**src/rtl/rbm_layer_pipe.sv**
```systemverilog
// rtl/rbm_layer_pipe.sv - RBM hidden-layer evaluator: lane-parallel accumulate, saturate, threshold/stochastic sample
module rbm_layer_pipe #(
  parameter int          IN_DIM  = 16,
  parameter int          OUT_DIM = 8,
  parameter int          LANES   = 4,
  parameter int          ACC_W   = 16,
  parameter int          W_W     = 12,
  parameter int          SIG_W   = 8,
  parameter logic [15:0] SEED    = 16'hACE1,
  localparam int         DEPTH   = IN_DIM * OUT_DIM + OUT_DIM,
  localparam int         AW      = $clog2(DEPTH)
) (
  input  logic               clock,
  input  logic               reset_n,
  input  logic               start,
  input  logic               det_mode,
  input  logic [IN_DIM-1:0]  in_data,
  input  logic               w_we,
  input  logic [AW-1:0]      w_addr,
  input  logic [W_W-1:0]     w_data,
  output logic               w_err,
  output logic               busy,
  output logic               done,
  output logic [OUT_DIM-1:0] out_data
);

  localparam int K      = (IN_DIM + LANES - 1) / LANES;
  localparam int KW     = $clog2(K * LANES + 1);
  localparam int JW     = (OUT_DIM > 1) ? $clog2(OUT_DIM) : 1;
  localparam int IW     = (IN_DIM > 1) ? $clog2(IN_DIM) : 1;
  localparam int SUM_W  = W_W + $clog2(LANES + 1);
  localparam int FW     = ((ACC_W > SUM_W) ? ACC_W : SUM_W) + 2;
  localparam int BIAS_BASE = IN_DIM * OUT_DIM;

  // Symmetric saturation limits keep -(2^(ACC_W-1)) out so negation never overflows.
  localparam longint              SAT_HI_L = (64'sd1 <<< (ACC_W - 1)) - 64'sd1;
  localparam logic signed [FW-1:0] SAT_HI  = FW'(SAT_HI_L);
  localparam logic signed [FW-1:0] SAT_LO  = -SAT_HI;

  // Hard sigmoid: slope 1/4 around the mid-code, clamped to the SIG_W range.
  localparam int                      SIG_SHIFT = 2;
  localparam logic signed [ACC_W:0]   SIG_MID   = (ACC_W + 1)'(1 << (SIG_W - 1));
  localparam logic signed [ACC_W:0]   SIG_MAX   = (ACC_W + 1)'((1 << SIG_W) - 1);

  typedef enum logic [2:0] {
    S_IDLE,
    S_BIAS,
    S_ACCUM,
    S_SAMPLE,
    S_DONE
  } state_t;

  state_t                   r_state;
  logic                     r_busy;
  logic                     r_done;
  logic                     r_w_err;
  logic [OUT_DIM-1:0]       r_out;
  logic signed [ACC_W-1:0]  r_acc;
  logic [JW-1:0]            r_j;
  logic [KW-1:0]            r_k;
  logic [15:0]              r_lfsr;
  logic [IN_DIM-1:0]        r_in;
  logic                     r_det;

  logic signed [W_W-1:0]    r_mem [DEPTH];

  logic                     w_addr_ok;
  logic                     w_wr_ok;
  logic signed [FW-1:0]     w_lane_sum;
  logic signed [FW-1:0]     w_acc_full;
  logic signed [ACC_W-1:0]  w_acc_sat;
  logic signed [ACC_W-1:0]  w_bias_ext;
  logic signed [ACC_W:0]    w_sig_lin;
  logic [SIG_W-1:0]         w_sig;
  logic                     w_k_last;
  logic                     w_j_last;
  logic                     w_sample_bit;
  logic [15:0]              w_lfsr_next;

  assign w_addr_ok = ({1'b0, w_addr} < (AW + 1)'(DEPTH));
  assign w_wr_ok   = w_we && (r_state == S_IDLE) && w_addr_ok;

  // Weight/bias storage has no reset; only IDLE-state in-range writes land.
  always_ff @(posedge clock) begin
    if (w_wr_ok) begin
      r_mem[w_addr] <= w_data;
    end
  end

  // Gated sum of this cycle's lanes; lanes past the last visible input add nothing.
  always_comb begin : lane_sum
    int v_idx;
    w_lane_sum = '0;
    v_idx      = 0;
    for (int l = 0; l < LANES; l++) begin
      v_idx = int'(r_k) + l;
      if (v_idx < IN_DIM) begin
        if (r_in[IW'(v_idx)]) begin
          w_lane_sum = w_lane_sum + FW'(r_mem[AW'(v_idx * OUT_DIM + int'(r_j))]);
        end
      end
    end
  end

  // Full-precision accumulate followed by symmetric saturation back to ACC_W.
  always_comb begin
    w_acc_full = FW'(r_acc) + w_lane_sum;
    if (w_acc_full > SAT_HI) begin
      w_acc_sat = ACC_W'(SAT_HI);
    end else if (w_acc_full < SAT_LO) begin
      w_acc_sat = ACC_W'(SAT_LO);
    end else begin
      w_acc_sat = ACC_W'(w_acc_full);
    end
  end

  assign w_bias_ext = ACC_W'(r_mem[AW'(BIAS_BASE + int'(r_j))]);

  // Sigmoid of the current accumulator as an unsigned SIG_W probability code.
  always_comb begin
    w_sig_lin = (ACC_W + 1)'(r_acc >>> SIG_SHIFT) + SIG_MID;
    if (w_sig_lin < 0) begin
      w_sig = '0;
    end else if (w_sig_lin > SIG_MAX) begin
      w_sig = SIG_W'(SIG_MAX);
    end else begin
      w_sig = SIG_W'(w_sig_lin);
    end
  end

  assign w_k_last     = (int'(r_k) + LANES >= IN_DIM);
  assign w_j_last     = (r_j == JW'(OUT_DIM - 1));
  assign w_sample_bit = r_det ? (r_acc > 0) : (w_sig > r_lfsr[SIG_W-1:0]);
  assign w_lfsr_next  = {r_lfsr[0] ^ r_lfsr[2] ^ r_lfsr[3] ^ r_lfsr[5], r_lfsr[15:1]};

  // Control FSM with registered busy/done/w_err/out_data and datapath registers.
  always_ff @(posedge clock or negedge reset_n) begin
    if (!reset_n) begin
      r_state <= S_IDLE;
      r_busy  <= 1'b0;
      r_done  <= 1'b0;
      r_w_err <= 1'b0;
      r_out   <= '0;
      r_acc   <= '0;
      r_j     <= '0;
      r_k     <= '0;
      r_lfsr  <= SEED;
      r_in    <= '0;
      r_det   <= 1'b0;
    end else begin
      r_w_err <= w_we && !((r_state == S_IDLE) && w_addr_ok);
      case (r_state)
        S_IDLE: begin
          r_done <= 1'b0;
          if (start) begin
            r_in    <= in_data;
            r_det   <= det_mode;
            r_j     <= '0;
            r_busy  <= 1'b1;
            r_state <= S_BIAS;
          end
        end
        S_BIAS: begin
          r_acc   <= w_bias_ext;
          r_k     <= '0;
          r_state <= S_ACCUM;
        end
        S_ACCUM: begin
          r_acc <= w_acc_sat;
          r_k   <= r_k + KW'(LANES);
          if (w_k_last) begin
            r_state <= S_SAMPLE;
          end
        end
        S_SAMPLE: begin
          r_out[r_j] <= w_sample_bit;
          r_lfsr     <= w_lfsr_next;
          if (w_j_last) begin
            r_busy  <= 1'b0;
            r_done  <= 1'b1;
            r_state <= S_DONE;
          end else begin
            r_j     <= r_j + 1'b1;
            r_state <= S_BIAS;
          end
        end
        S_DONE: begin
          r_done  <= 1'b0;
          r_state <= S_IDLE;
        end
        default: begin
          r_busy  <= 1'b0;
          r_done  <= 1'b0;
          r_state <= S_IDLE;
        end
      endcase
    end
  end

  assign w_err    = r_w_err;
  assign busy     = r_busy;
  assign done     = r_done;
  assign out_data = r_out;

endmodule

```
**config.mk**
```make
export PLATFORM = sky130hd
export DESIGN_NAME = rbm_layer_pipe
export DESIGN_NICKNAME = d
export VERILOG_FILES = /design/src/rtl/rbm_layer_pipe.sv
export SDC_FILE = /design/constraint.sdc
export NUM_CORES = 2
export LEC_CHECK = 0
export ABC_AREA = 1
export CAP_MARGIN = 20
export CORE_UTILIZATION = 29
export CTS_BUF_LIST = sky130_fd_sc_hd__clkbuf_16
export DETAILED_ROUTE_END_ITERATION = 10
export PLACE_DENSITY = 0.48
export SLEW_MARGIN = 20
export SYNTH_ARGS = -nofsm -noshare
export SYNTH_HDL_FRONTEND = slang
export SYNTH_SLANG_ARGS = --single-unit
```
**constraint.sdc**
```tcl
create_clock -name clock -period 14.4 [get_ports clock]
set_input_delay 4.32 -clock clock [delete_from_list [all_inputs] [get_ports clock]]
set_output_delay 4.32 -clock clock [all_outputs]
set_load 0.1 [all_outputs]
```
==> metrics.md <==
| Metric | Value |
|---|---|
| Switching share of power | `0.418` |
| Vias in the first global route | `43400` |
| Final Non-Filler Cells | `9010` |
| Comb power frac | `0.454` |
| # H-tree levels | `4` |
| Share of cells above drive strength 1 | `0.0935` |
| Worst Path Max Fanout | `86` |
| DR iter-0 viols | `4678` |
| Clk slew on worst S/H paths | `60 ps` |
| DIE AREA | `0.243 mm²` |
| Placed cells | `8672` |
| Dpl ws | `3730 ps` |
| Leakage power | `27.3 nW` |
| Sequential area share after synthesis | `0.726` |
| Ys async rst share | `0.0406` |
| Power density cells | `234 mW/mm²` |
| Longest Clk Path Bufs | `3` |
| Slew Viols, Final | `0` |
| IO buf count | `51` |
| WP data arrival | `11460 ps` |
| Resized Gates After CTS | `0` |
| Syn Nets | `5698` |
| Setup Buffers After CTS | `0` |
| Initial Util | `0.293` |
| Most common cell after layout, fill and taps aside | `edfxtp_1` |
| Vias per cell | `4.99` |
| Fin Hold WS | `464 ps` |
| Post-synth top flop | `edfxtp_1` |
| Critical Path RT | `15110 ps` |
| F_max | `93.1 MHz` |
| Largest net degree at the start of global routing | `169` |
| Die height | `493 µm` |
| Post-DP HPWL | `124 mm` |
| Peak per-stage delay on the critical path | `730 ps` |
| Die width | `493 µm` |
| Critical path class | `flip-flop to flip-flop` |
| RSZ-0062 raised after global routing | `false` |
| Layout Nets | `5814` |
| Final period util | `0.746` |
| Area grow syn2layout | `15.5%` |
| Most frequent cells in the layout | `1632 x edfxtp_1, 797 x nand2_1, 705 x nor2_1` |
| Antenna-violating nets left | `0` |
| Cell Area, Synth | `0.0699 mm²` |
| Status | `finished, final reports clean` |
| Final WS setup | `3660 ps` |
| Hold buffer count at CTS | `0` |
| Hold Vio Cnt, Final | `0` |
| Worst-margin pin slew | `1130 ps` |
| Ys Warns | `0` |
| Filler cells | `23500` |
| First-pass GRT wire length | `309 mm` |
| Clock insertion delay at the later pin of the skew report | `830 ps` |
| Clock share of power | `0.249` |
| DR vias | `45000` |
| GRT overflow | `0` |
| Max-slew headroom at the worst pin | `0.243` |
| Total CTS buffers | `183` |
| CP endpoint kind | `flip-flop` |
| P_int | `0.0110 W` |
| IO Pins | `52` |
| # setup viols final | `0` |
| Flop pwr share | `0.298` |
| DRT Wirelength | `212 mm` |
| Clock sink total | `1701` |
| Max Cap Viol | `0` |
| Slowest cell on the critical path | `dfrtp_1` |
| Core Region | `0.239 mm²` |
| Hold Path Class | `flip-flop to flip-flop` |
| Routability cong. | `0.897` |
| Post-synthesis cell count | `5576` |
| Initial antenna violation count | `7` |
| NetSw | `0.00791 W` |
| Clock Skews | `24.1 ps` |
| Wire per inst | `23.5 µm` |
| CTS tree | `built` |
| Tmin final | `10740 ps` |
| Max IR drop VDD | `287 µV` |
| TNS Setup | `0 ps` |
| Setup crit start kind | `flip-flop` |
| EDFF count, synth | `1632` |
| Mean Syn Cell Area | `12.5 µm²` |
| Clock Tree Root | `clkbuf_16` |
| Tot GR Track Use | `0.171` |
| Distinct cells, synth | `61` |
| Pre-antenna DRT Iters | `6` |
| Drc violations | `0` |
| Rows | `179` |
| Number of synthesized register bits | `1701` |
| Most used cell, CP | `inv_1` |
-- routing by layer --
| metal | vias up | GRT usage | share of wire |
|---|---|---|---|
| met4 | 0 | 0.0471 | 0.023 |
| met5 | - | 0 | 0 |
| met1 | 22700 | 0.249 | 0.47 |
| li1 | 20700 | - | - |
| met3 | 254 | 0.0228 | 0.055 |
| met2 | 1345 | 0.268 | 0.45 |
-- flip-flops by register name, indices dropped and copies added, names as in the netlist --
| signal | cells |
|---|---|
| w_err | 1 |
| done | 1 |
| r_j | 3 |
| r_det | 1 |
| r_state | 3 |
| r_mem | 1632 |
| r_k | 3 |
| out_data | 8 |
| r_in | 16 |
| r_acc | 16 |
| r_lfsr | 16 |
| busy | 1 |
-- final cells by class --
class / count / area [µm²] / share of cell area
Clock buffer: 187 / 4680 / 0.0579
Multi-Input combinational cell: 3358 / 17200 / 0.213
Antenna cell: 2 / 5.00 / 0.0000620
Timing Repair Buffer: 237 / 2030 / 0.0251
Clock inverter: 147 / 1320 / 0.0163
Sequential cell: 1701 / 50800 / 0.628
Inverter: 211 / 810 / 0.0100
Tap cell: 3167 / 3960 / 0.0491
-- cell usage after synthesis (7+ instances only) --
cell type,count,area (µm²)
a31oi_1,11,68.8
nand3_1,203,1020
o211ai_1,10,75.1
mux2_2,25,282
nand4_1,28,175
a21oi_1,283,1420
inv_1,203,762
ha_1,77,963
nor3_1,25,125
edfxtp_1,1632,49000
o21bai_1,8,60.1
xor2_1,22,193
xnor2_1,12,105
dfrtp_1,61,1530
clkbuf_1,201,754
o21ai_1,14,70.1
a22o_1,87,762
dfstp_2,8,210
o21ai_0,623,3120
or2_2,14,87.6
o2111ai_1,10,87.6
nor2_1,722,2710
buf_2,71,355
o22ai_1,177,1110
inv_2,7,26.3
buf_1,26,97.6
a311oi_1,9,78.8
a211oi_1,138,1040
nand2_1,797,2990
-- worst max-delay path, delay by kind of cell (launching register included) --
kind / cells / cell delay, ps
AOI/OAI and AO/OA: 17 / 4340
and+or+nand+nor: 17 / 2280
buffers and inverters: 10 / 1740
adders and majority gates: 4 / 1050
DFF: 1 / 730
xor gates and xnor gates: 2 / 350
-- power groups by stage --
stage	registers, W	logic (W)	clock network (W)
finish	0.00563	0.00858	0.00470
CTS	0.00563	0.00855	0.00479
floorplan	0.00570	0.00609	0
global placement	0.00573	0.00854	0
detailed placement	0.00573	0.00851	0
global route	0.00564	0.00967	0.00496
-- stage by stage --
step / total power [W] / instance area, µm² / utilization
2_1_floorplan: 0.0118 / 69900 / -
6_report: 0.0189 / 80800 / 0.338
3_5_place_dp: 0.0142 / 74700 / 0.313
4_1_cts: 0.0190 / 80700 / 0.338
5_1_grt: 0.0203 / 80800 / 0.338
3_3_place_gp: 0.0143 / 74700 / 0.313
-- worst paths after layout --
path                                  from         end  slack, ps  cells after the start
worst max-delay path                r_j[1]    r_acc[9]       3660                     50
worst min-delay path            r_lfsr[11]  r_lfsr[11]        460                      2
worst max register to register      r_j[1]    r_acc[9]       3660                     50
worst min register to register  r_lfsr[11]  r_lfsr[11]        460                      2
max in group asynchronous          reset_n      r_k[2]       9940                      2
min in group asynchronous          reset_n       r_det       3390                      1
-- logic make-up after synthesis --
group,after synthesis,synth area share
buf+inv,517,0.0296
simple gates,1809,0.104
compound gates,1409,0.117
mux,25,0.00403
fa+ha+maj,81,0.0149
flops,1701,0.726
xor+xnor,34,0.00426
Power figures use the tool's default switching activity.
==> RTL change, RTL diff (same flow settings) <==
`W_W`: 12 -> 14.
--- a/src/rtl/rbm_layer_pipe.sv
+++ b/src/rtl/rbm_layer_pipe.sv
@@ -4,7 +4,7 @@
   parameter int          OUT_DIM = 8,
   parameter int          LANES   = 4,
   parameter int          ACC_W   = 16,
-  parameter int          W_W     = 12,
+  parameter int          W_W     = 14,
   parameter int          SIG_W   = 8,
   parameter logic [15:0] SEED    = 16'hACE1,
   localparam int         DEPTH   = IN_DIM * OUT_DIM + OUT_DIM,
Interface: changed (resized w_data); port bits go from 52 to 54. No check against the original RTL was run, so the function may have changed too.
==> RTL change against the original RTL <==
Sequential power grew 15%; routed wire length increased by 20%; sequential cell count rose by 272; power increased by 12%; area after synthesis is 15% higher; cell area is 14% higher; worst setup slack better by 0.16 ns; non-clock buffer count grew 25; combinational power increased by 14%.
==> RTL change: results (changes against the original RTL) <==
- The worst voltage drop across the vdd grid is 0.000308 V (+7.3%).
* Proportion of synthesized flip-flops having asynchronous set or reset: 3.50% (-0.56 points)
- Number of antenna violations at the first check in global routing: 11 (+4)
* Detail Placement HPWL: 150 mm (+21%)
- The wire length of the first global-routing pass came to 364 mm (+18%).
* Most used standard cells in the synthesized netlist: sky130_fd_sc_hd__edfxtp_1, sky130_fd_sc_hd__nand2_1, sky130_fd_sc_hd__a21oi_1
* Largest cells by area after synthesis: sky130_fd_sc_hd__edfxtp_1, sky130_fd_sc_hd__nand2_1, sky130_fd_sc_hd__a21oi_1
- The post-cts resize count came to 0 (unchanged).
- Latest clock arrival within the worst-skew pair: 0.91 ns (+0.08 ns)
- The tree is rooted in a sky130_fd_sc_hd__clkbuf_16.
- The first-pass iteration count of the detailed router was 6 (unchanged).
- Outcome: finished clean
- The routability congestion estimate was 0.887 (-1.1%).
* Reg with most FFs: r_mem
- The worst clock skew came to 0.103 ns (+0.0794 ns).
- The largest stage delay on the critical path is 0.77 ns (+0.04 ns).
- Static Leak: 30.7 nW (+12%)
- Among all stages on the critical path, the largest delay is contributed by sky130_fd_sc_hd__dfrtp_1.
* Total wire length after detailed routing: 254 mm (+20%)
- Design Area, Final: 92000 um^2 (+14%)
* Count of H-tree levels built during CTS: 4 (unchanged)
- The post-synthesis net count is 6216 (+9.1%).
* Placement Cell Area: 85700 um^2 (+15%)
* Critical path data arrival time: 11.29 ns (-0.17 ns)
- The via count of the first global-routing pass came to 48600 (+12%).
- Dominant synthesized flop cell: sky130_fd_sc_hd__edfxtp_1
- Count of port buffers added during placement: 53 (+3.9%)
- The number of clock buffers inserted by TritonCTS is 208 (+14%).
* Actual slew at the worst max-slew pin: 1.21 ns (+0.0785 ns)
- The worst-case setup slack after placement is 3.98 ns (+0.252 ns).
- Maximum number of pins on one net before global-route repair: 106 (-37%)
- Share of the yosys chip area belonging to registers: 73.4% (+0.77 points)
- The total net switching power was 9.02 mW (+14%).
- The flip-flop count of the largest register, all copies and words added is 1904 (+17%).
- Critical path peak fanout: 62 (-28%)
- Net count, final: 6345 (+9.1%)
- The number of DRC violations after detailed-routing iteration 0 is 5277 (+13%).
* Share of final-layout standard cells stronger than drive strength 1: 9.13% (-0.22 points)
- Average vias per placed instance: 5.03 (+0.85%)
- The distinct cell type count after synthesis came to 58 (-4.9%).
- The maximum buffer depth of the clock tree was 4 (+1).
* EDFF count, synth: 1904 (+17%)
* Final-layout fill cell count: 26800 (+14%)
* Global-route usage over all layers: 17.8% (+0.70 points)
## RTL change: cell count changes after synthesis, sizes merged, moves of 67 or more
cell,unedited run,this run
nand3,205,343
a31oi,11,152
a21oi,284,468
a221oi,5,125
a211oi,138,14
nand2,799,1182
a22o,87,256
nor2,725,399
o21ai,638,150
buf,105,199
inv,210,277
o22ai,177,5
edfxtp,1632,1904
## RTL change: layout make-up
| type | instances | share of cell area [%] |
|---|---|---|
| diodes | 8 | 0.0218 |
| repair buffers | 262 | 2.45 |
| clock inverters | 158 | 1.01 |
| flip-flops and latches | 1973 | 64.1 |
| clock buffers | 212 | 5.77 |
| well taps | 3686 | 5.01 |
| inverters | 279 | 1.18 |
| multi-input cells | 3492 | 20.5 |
## RTL change: worst paths after layout
path	start	endpoint	slack [ns]	cells after the start
setup / recovery	r_j[1]	r_acc[3]	3.82	53
max in group asynchronous	reset_n	r_k[2]	10.08	1
hold / removal	r_lfsr[11]	r_lfsr[11]	0.46	2
hold reg to reg	r_lfsr[11]	r_lfsr[11]	0.46	2
min in group asynchronous	reset_n	r_in[3]	3.56	1
setup reg to reg	r_j[1]	r_acc[3]	3.82	53
## RTL change: through the flow
stage                     power, mW  hold WS, ns  instances
after floorplan                13.4        0.442       6087
after detailed placement       16.3        0.456       9692
after CTS                      21.4        0.467      10100
final                          21.3        0.463      10100
after global routing           22.6        0.490      10100
after global placement         16.4        0.454       9692
## RTL change: kinds of logic after synthesis
family,after synthesis,synth area share (%)
AO/OA/AOI/OAI,1294,10.6
XOR/XNOR,33,0.360
adder cells (fa/ha/maj),86,1.38
buffers and inverters,622,3.32
flip-flops,1973,73.4
multiplexers,24,0.337
AND/OR/NAND/NOR,2055,10.6
## RTL change: metal layers
layer | vias up | part of all wire, % | global-route usage (%)
met1 | 25800 | 45 | 25.3
met3 | 318 | 6.5 | 2.91
met5 | - | 0 | 0
met4 | 0 | 2.5 | 4.65
li1 | 22900 | - | -
met2 | 1693 | 46 | 28.2
## RTL change: tightest hold or removal path, delay by kind of cell (launching register included)
kind | cells | cell delay [ns]
simple gates | 2 | 0.10
flops | 1 | 0.36
## RTL change: power by group through the flow
stage | sequential, mW | combinational [mW] | clock [mW]
finish | 6.48 | 9.78 | 5.02
global route | 6.49 | 10.8 | 5.33
CTS | 6.48 | 9.75 | 5.12
detailed placement | 6.60 | 9.72 | 0
global placement | 6.60 | 9.75 | 0
floorplan | 6.62 | 6.75 | 0
